`src/rtl/uart_bridge_pkg.sv`:
```
// Shared types, ASCII constants and hex helpers for the UART register bridge.
package uart_bridge_pkg;

  typedef enum logic [2:0] {
    S_IDLE, S_ARG, S_WAIT_CR, S_FLUSH, S_EXEC, S_RD_WAIT, S_ERR, S_RESP
  } state_e;

  localparam logic [7:0] CH_CR   = 8'h0D;
  localparam logic [7:0] CH_LF   = 8'h0A;
  localparam logic [7:0] CH_SP   = 8'h20;
  localparam logic [7:0] CH_R    = 8'h52;
  localparam logic [7:0] CH_R_LC = 8'h72;
  localparam logic [7:0] CH_W    = 8'h57;
  localparam logic [7:0] CH_W_LC = 8'h77;
  localparam logic [7:0] CH_O    = 8'h4F;
  localparam logic [7:0] CH_K    = 8'h4B;
  localparam logic [7:0] CH_E    = 8'h45;

  // Reply buffer: element 0 is transmitted first.
  typedef logic [3:0][7:0] resp_t;

  typedef struct packed {
    logic       valid;
    logic [3:0] nib;
  } hex_t;

  function automatic hex_t hex2nib(input logic [7:0] c);
    hex_t r;
    r.valid = 1'b1;
    r.nib   = c[3:0];
    if (c >= 8'h30 && c <= 8'h39) r.nib = c[3:0];
    else if ((c >= 8'h41 && c <= 8'h46) || (c >= 8'h61 && c <= 8'h66)) r.nib = c[3:0] + 4'd9;
    else r.valid = 1'b0;
    return r;
  endfunction

  function automatic logic [7:0] nib2hex(input logic [3:0] n);
    return (n < 4'd10) ? (8'h30 + {4'h0, n}) : (8'h37 + {4'h0, n});
  endfunction

  function automatic resp_t make_resp(input logic [7:0] b0, input logic [7:0] b1);
    return {CH_LF, CH_CR, b1, b0};
  endfunction

endpackage

```
`src/rtl/uart_resp_seq.sv`:
```
// Four-byte reply sequencer: holds a loaded reply and pushes it into the tx FIFO
// one byte per cycle, stalling on tx_full without losing or repeating a byte.
module uart_resp_seq
  import uart_bridge_pkg::*;
(
  input  logic       clk,
  input  logic       rst,
  input  logic       load_i,
  input  resp_t      load_data_i,
  input  logic       tx_full_i,
  output logic       tx_push_o,
  output logic [7:0] tx_push_data_o,
  output logic       done_o
);

  resp_t      rbuf_q, rbuf_d;
  logic [1:0] idx_q, idx_d;
  logic       active_q, active_d;
  logic       push;

  always_comb begin
    // NOTE: every combinational output gets a default first so no path leaves it unassigned (no latch).
    rbuf_d   = rbuf_q;
    idx_d    = idx_q;
    active_d = active_q;
    push     = active_q && !tx_full_i;
    if (load_i) begin
      rbuf_d   = load_data_i;
      idx_d    = 2'd0;
      active_d = 1'b1;
    end else if (push) begin
      idx_d = idx_q + 2'd1;
      if (idx_q == 2'd3) active_d = 1'b0;
    end
  end

  always_ff @(posedge clk or negedge rst) begin
    if (!rst) begin
      // NOTE: the reply buffer is reset too, so tx_push_data reads 0 while in reset.
      rbuf_q   <= '0;
      idx_q    <= 2'd0;
      active_q <= 1'b0;
    end else begin
      // NOTE: state registers use non-blocking assignments so all flops update from pre-edge values.
      rbuf_q   <= rbuf_d;
      idx_q    <= idx_d;
      active_q <= active_d;
    end
  end

  assign tx_push_o      = push;
  assign tx_push_data_o = rbuf_q[idx_q];
  assign done_o         = push && (idx_q == 2'd3);

endmodule

```
`src/rtl/uart_reg_bridge.sv`:
```
// ASCII command parser between the UART FIFOs and an 8-bit register bus:
// "R<aa>\r" reads, "W<aa><dd>\r" writes, replies "<dd>\r\n", "OK\r\n" or "ER\r\n".
module uart_reg_bridge #(
  parameter int unsigned TIMEOUT_CYC = 100_000_000
) (
  input  logic       clk,
  input  logic       rst,
  input  logic       rx_empty,
  input  logic [7:0] rx_pop_data,
  output logic       rx_pop,
  input  logic       tx_full,
  output logic       tx_push,
  output logic [7:0] tx_push_data,
  output logic [7:0] reg_addr,
  output logic [7:0] reg_wdata,
  output logic       reg_we,
  output logic       reg_re,
  input  logic [7:0] reg_rdata,
  output logic       busy,
  output logic       cmd_err
);

  import uart_bridge_pkg::*;

  state_e      state_q, state_d;
  logic        is_wr_q, is_wr_d;
  logic [2:0]  nib_q, nib_d;
  logic [15:0] sh_q, sh_d;
  logic [7:0]  addr_q, addr_d;
  logic [7:0]  wdata_q, wdata_d;
  logic [31:0] cnt_q, cnt_d;
  logic        pop;
  logic        resp_load;
  logic        resp_done;
  resp_t       resp_data;
  hex_t        hx;

  always_comb begin
    state_d   = state_q;
    is_wr_d   = is_wr_q;
    nib_d     = nib_q;
    sh_d      = sh_q;
    addr_d    = addr_q;
    wdata_d   = wdata_q;
    cnt_d     = '0;
    pop       = 1'b0;
    resp_load = 1'b0;
    resp_data = make_resp(CH_E, CH_R);
    hx        = hex2nib(rx_pop_data);

    case (state_q)
      S_IDLE: if (!rx_empty) begin
        pop = 1'b1;
        if (rx_pop_data == CH_R || rx_pop_data == CH_R_LC) begin
          is_wr_d = 1'b0;
          nib_d   = 3'd2;
          state_d = S_ARG;
        end else if (rx_pop_data == CH_W || rx_pop_data == CH_W_LC) begin
          is_wr_d = 1'b1;
          nib_d   = 3'd4;
          state_d = S_ARG;
        end else if (rx_pop_data != CH_CR && rx_pop_data != CH_LF && rx_pop_data != CH_SP) begin
          state_d = S_FLUSH;
        end
      end
      S_ARG: if (!rx_empty) begin
        pop = 1'b1;
        if (rx_pop_data == CH_CR) state_d = S_ERR;
        else if (!hx.valid) state_d = S_FLUSH;
        else begin
          sh_d  = {sh_q[11:0], hx.nib};
          nib_d = nib_q - 3'd1;
          if (nib_q == 3'd1) state_d = S_WAIT_CR;
        end
      end
      S_WAIT_CR: if (!rx_empty) begin
        pop = 1'b1;
        if (rx_pop_data == CH_CR) begin
          // Bus address/data only change here so they hold steady between commands.
          state_d = S_EXEC;
          if (is_wr_q) begin
            addr_d  = sh_q[15:8];
            wdata_d = sh_q[7:0];
          end else begin
            addr_d = sh_q[7:0];
          end
        end else begin
          state_d = S_FLUSH;
        end
      end
      S_FLUSH: if (!rx_empty) begin
        pop = 1'b1;
        if (rx_pop_data == CH_CR) state_d = S_ERR;
      end
      S_EXEC: begin
        if (is_wr_q) begin
          resp_load = 1'b1;
          resp_data = make_resp(CH_O, CH_K);
          state_d   = S_RESP;
        end else begin
          state_d = S_RD_WAIT;
        end
      end
      S_RD_WAIT: begin
        resp_load = 1'b1;
        resp_data = make_resp(nib2hex(reg_rdata[7:4]), nib2hex(reg_rdata[3:0]));
        state_d   = S_RESP;
      end
      S_ERR: begin
        resp_load = 1'b1;
        state_d   = S_RESP;
      end
      S_RESP: if (resp_done) state_d = S_IDLE;
      default: state_d = S_IDLE;
    endcase

    // Inter-byte timeout: abandon a stalled command silently.
    if (TIMEOUT_CYC != 0 && !pop &&
        (state_q == S_ARG || state_q == S_WAIT_CR || state_q == S_FLUSH)) begin
      cnt_d = cnt_q + 32'd1;
      if (cnt_d == TIMEOUT_CYC) begin
        state_d = S_IDLE;
        cnt_d   = '0;
      end
    end
  end

  always_ff @(posedge clk or negedge rst) begin
    if (!rst) begin
      state_q <= S_IDLE;
      is_wr_q <= 1'b0;
      nib_q   <= 3'd0;
      sh_q    <= '0;
      addr_q  <= '0;
      wdata_q <= '0;
      cnt_q   <= '0;
    end else begin
      state_q <= state_d;
      is_wr_q <= is_wr_d;
      nib_q   <= nib_d;
      sh_q    <= sh_d;
      addr_q  <= addr_d;
      wdata_q <= wdata_d;
      cnt_q   <= cnt_d;
    end
  end

  uart_resp_seq u_resp_seq (
    .clk            (clk),
    .rst            (rst),
    .load_i         (resp_load),
    .load_data_i    (resp_data),
    .tx_full_i      (tx_full),
    .tx_push_o      (tx_push),
    .tx_push_data_o (tx_push_data),
    .done_o         (resp_done)
  );

  // rx_pop is combinational from the FIFO flag, so it is masked while reset is held.
  assign rx_pop    = pop && rst;
  assign reg_addr  = addr_q;
  assign reg_wdata = wdata_q;
  assign reg_we    = (state_q == S_EXEC) && is_wr_q;
  assign reg_re    = (state_q == S_EXEC) && !is_wr_q;
  assign busy      = (state_q != S_IDLE);
  assign cmd_err   = (state_q == S_ERR);

endmodule
```
`config.mk`:
```
export PLATFORM = sky130hd
export DESIGN_NAME = uart_reg_bridge
export DESIGN_NICKNAME = d
export VERILOG_FILES = /design/src/rtl/uart_bridge_pkg.sv /design/src/rtl/uart_resp_seq.sv /design/src/rtl/uart_reg_bridge.sv
export SDC_FILE = /design/constraint.sdc
export NUM_CORES = 1
export LEC_CHECK = 0
export ABC_AREA = 1
export CAP_MARGIN = 30
export CORE_ASPECT_RATIO = 1.75
export CORE_MARGIN = 3
export CORE_UTILIZATION = 62
export DETAILED_ROUTE_END_ITERATION = 16
export PLACE_DENSITY_LB_ADDON = 0.15
export SYNTH_ARGS = -nofsm -noshare
export SYNTH_HDL_FRONTEND = slang
export SYNTH_SLANG_ARGS = --single-unit
```
`constraint.sdc`:
```
create_clock -name clk -period 4.12 [get_ports clk]
set_input_delay 0.824 -clock clk [delete_from_list [all_inputs] [get_ports clk]]
set_output_delay 0.824 -clock clk [all_outputs]
set_load 0.02 [all_outputs]
```
==> results_dict.tcl <==
set metrics [dict create \
    status "completed" \
    path_cells "clkdlybuf4s50_1 > nor3b_1 > clkdlybuf4s50_1" \
    portBuffers 48 \
    yosysWarningCount 0 \
    setup_viol 0 \
    cts.path.max_buffers 2 \
    route.detailed.drc 0 \
    synthTopCellsByArea "dfrtp_1 (43%), nand2_1 (15%), inv_1 (7.5%)" \
    report.final.hold_viol_count 0 \
    preCtsSetupSlack_ns 0.989 \
    async_flop_share 1.00 \
    post_cts_buffers 0 \
    drtIter0Drc 286 \
    clock_latency_ns 0.34 \
    worst_slack_ns 1.14 \
    rows 43 \
    grt_max_degree 71 \
    cp_slowest_stage_delay_ns 0.63 \
    relSlewSlack 0.426 \
    finalCritPeriodShare 0.722 \
    crit_top_cell "clkdlybuf4s50_1" \
    synth_area_mm2 0.00518 \
    cts_sinks 89 \
    antenna_found_initial 0 \
    cts-root-buf "clkbuf_16" \
    grt_pass1_vias 4866 \
    grt_usage 0.287 \
    placed_cell_area_mm2 0.00570 \
    die_w_um 75.1 \
    dpl.hpwl_um 9310 \
    drive_gt1_frac 0.0737 \
    wl_per_cell_um 14.6 \
    gp_congestion 0.995 \
    cts-resized-gates 0 \
    fin_worst_skew_ns 0.00751 \
    slowest_stage "clkdlybuf4s50_1" \
    reg2reg_from "cnt_q[11]$_DFF_PN0_" \
    syn_nets 752 \
    finalSetupTns_ns 0 \
    nFillCells 606 \
    register_area_mm2 0.00223 \
    yosysMostFrequentCell "nand2_1" \
    ir_worst_vdd_uv 327 \
    finalMaxSlewViolations 0 \
    synth_commonest_cells "nand2_1 (201), inv_1 (103), nor2_1 (90)" \
    critPathRequiredTime_ns 3.30 \
    netlist.area_leader.share 0.430 \
    first_pass_iters 5 \
    grt-ovfl-total 0 \
    rsz0062_at_grt "no" \
    cp.arrival_ns 2.15 \
    fmax_mhz 336 \
    start_kind "input pin" \
    ys_seq_elements 89 \
    core_area_mm2 0.00802 \
    stdcell_area_mm2 0.00603 \
    initial_core_util 0.646 \
    die_area_mm2 0.00953 \
    cts_tree "yes" \
    num_vias 4871 \
    min_period_ns 2.98 \
    synth_cells 721 \
    die_y_um 127 \
    synth-edff-count 0 \
    multiInputGateArea_mm2 0.00247 \
    ant_nets 0 \
    power.density_mw_per_mm2 491 \
    clkTransAtPathRegs_ns 0.07 \
    crit_buf_inv 2 \
    yosysSeqAreaShare 0.430 \
    final_core_util 0.752 \
    worstSetupEndpointType "output pin" \
    r2r_end "cnt_q[1]$_DFF_PN0_" \
    cp_top_family "buffers and inverters" \
    maxCapViolCount 0 \
    nNetsFinal 799 \
    postSynthAreaPerCell_um2 7.18 \
    io_pins 50 \
    fin_cells 863 \
    grt_first_pass_wirelength_um 21300 \
    critPathKind "in2out" \
    cts_hold_buf 0 \
    num_antenna_cells 0 \
    p_leak_nw 2.76 \
    viasPerCell 5.64 \
    r2r_cells 13 \
    area_growth_syn_to_layout_pct 16.5 \
    hold_path.class "in2async" \
    r2r_slack_ns 1.68 \
    crit_fanout 5 \
    synth_top_flop_cell "dfrtp_1" \
    tightestPinTransition_ns 0.861 \
    placed_cells 847 \
    drt-total-wl_um 12600 \
    synth_cell_type_count 42 \
    yosysTopAreaCell "dfrtp_1" \
    htree_num_levels 3 \
    cts_inserted_buffers 9 \
]
cell families after synthesis:
group | after synthesis | synth area share
AND/OR/NAND/NOR | 388 | 0.328
adder cells (fa/ha/maj) | 11 | 0.0266
XOR/XNOR | 7 | 0.0118
other | 1 | 0.000724
buffers and inverters | 120 | 0.0921
AO/OA/AOI/OAI | 104 | 0.108
flip-flops | 89 | 0.430
multiplexers | 1 | 0.00193
stage by stage:
step | total power [W] | hold WS, ns
floorplan | 0.00175 | 0.437
global placement | 0.00203 | 0.451
detailed placement | 0.00206 | 0.463
CTS | 0.00297 | 0.368
global route | 0.00314 | 0.376
finish | 0.00296 | 0.366
layer usage:
metal / vias up / share of wire / GRT usage
met5: - / 0 / 0
met4: 0 / 0.054 / 0.162
met3: 57 / 0.037 / 0.0389
met2: 163 / 0.53 / 0.497
met1: 2276 / 0.38 / 0.324
li1: 2375 / - / -
area by class of cell:
| cell class | instances | area share |
|---|---|---|
| clock buffers | 9 | 0.0373 |
| inverters | 106 | 0.0660 |
| flip-flops and latches | 89 | 0.369 |
| well taps | 90 | 0.0187 |
| multi-input cells | 512 | 0.410 |
| clock inverters | 7 | 0.0168 |
| repair buffers | 50 | 0.0817 |
where the power goes:
group | leakage, nW | switching, W | total [W] | internal, W
Sequential | 1.15 | 0.000135 | 0.00117 | 0.00104
Clock | 0.153 | 0.000357 | 0.000894 | 0.000537
Combinational | 1.46 | 0.000558 | 0.000890 | 0.000332
state kept, by name, summed over array words and instances (netlist names), 2 cells and up:
name,cells
u_resp_seq.idx_q,2
reg_addr,8
sh_q,16
u_resp_seq.rbuf_q,15
state_q,3
cnt_q,32
nib_q,3
reg_wdata,8
worst max path at each step:
stage	startpoint	end	slack [ns]	cells after the start
2_1_floorplan	rx_pop_data[0]	sh_q[0]$_DFFE_PN0P_	1.87	12
3_3_place_gp	rx_pop_data[0]	sh_q[12]$_DFFE_PN0P_	1.13	15
3_5_place_dp	rx_pop_data[0]	sh_q[13]$_DFFE_PN0P_	0.99	15
4_1_cts	rx_empty	rx_pop	1.15	3
5_1_grt	rx_pop_data[0]	sh_q[13]$_DFFE_PN0P_	0.92	15
6_report	rx_empty	rx_pop	1.14	3
cell usage in the layout, fill, tap and decap left out, types with 9 or more instances in the layout:
| cell type | netlist | layout |
|---|---|---|
| ha_1 | 11 | 11 |
| clkdlybuf4s50_1 | 0 | 47 |
| a21oi_1 | 16 | 16 |
| nand4_1 | 10 | 10 |
| o21ai_0 | 71 | 71 |
| nor2_1 | 90 | 90 |
| clkbuf_16 | 0 | 9 |
| nor2_2 | 17 | 17 |
| inv_1 | 103 | 103 |
| nand2_1 | 201 | 201 |
| dfrtp_1 | 89 | 89 |
| nand3_1 | 36 | 36 |
| nor3_1 | 9 | 9 |
Note: power is estimated with default switching activity, not from simulation.
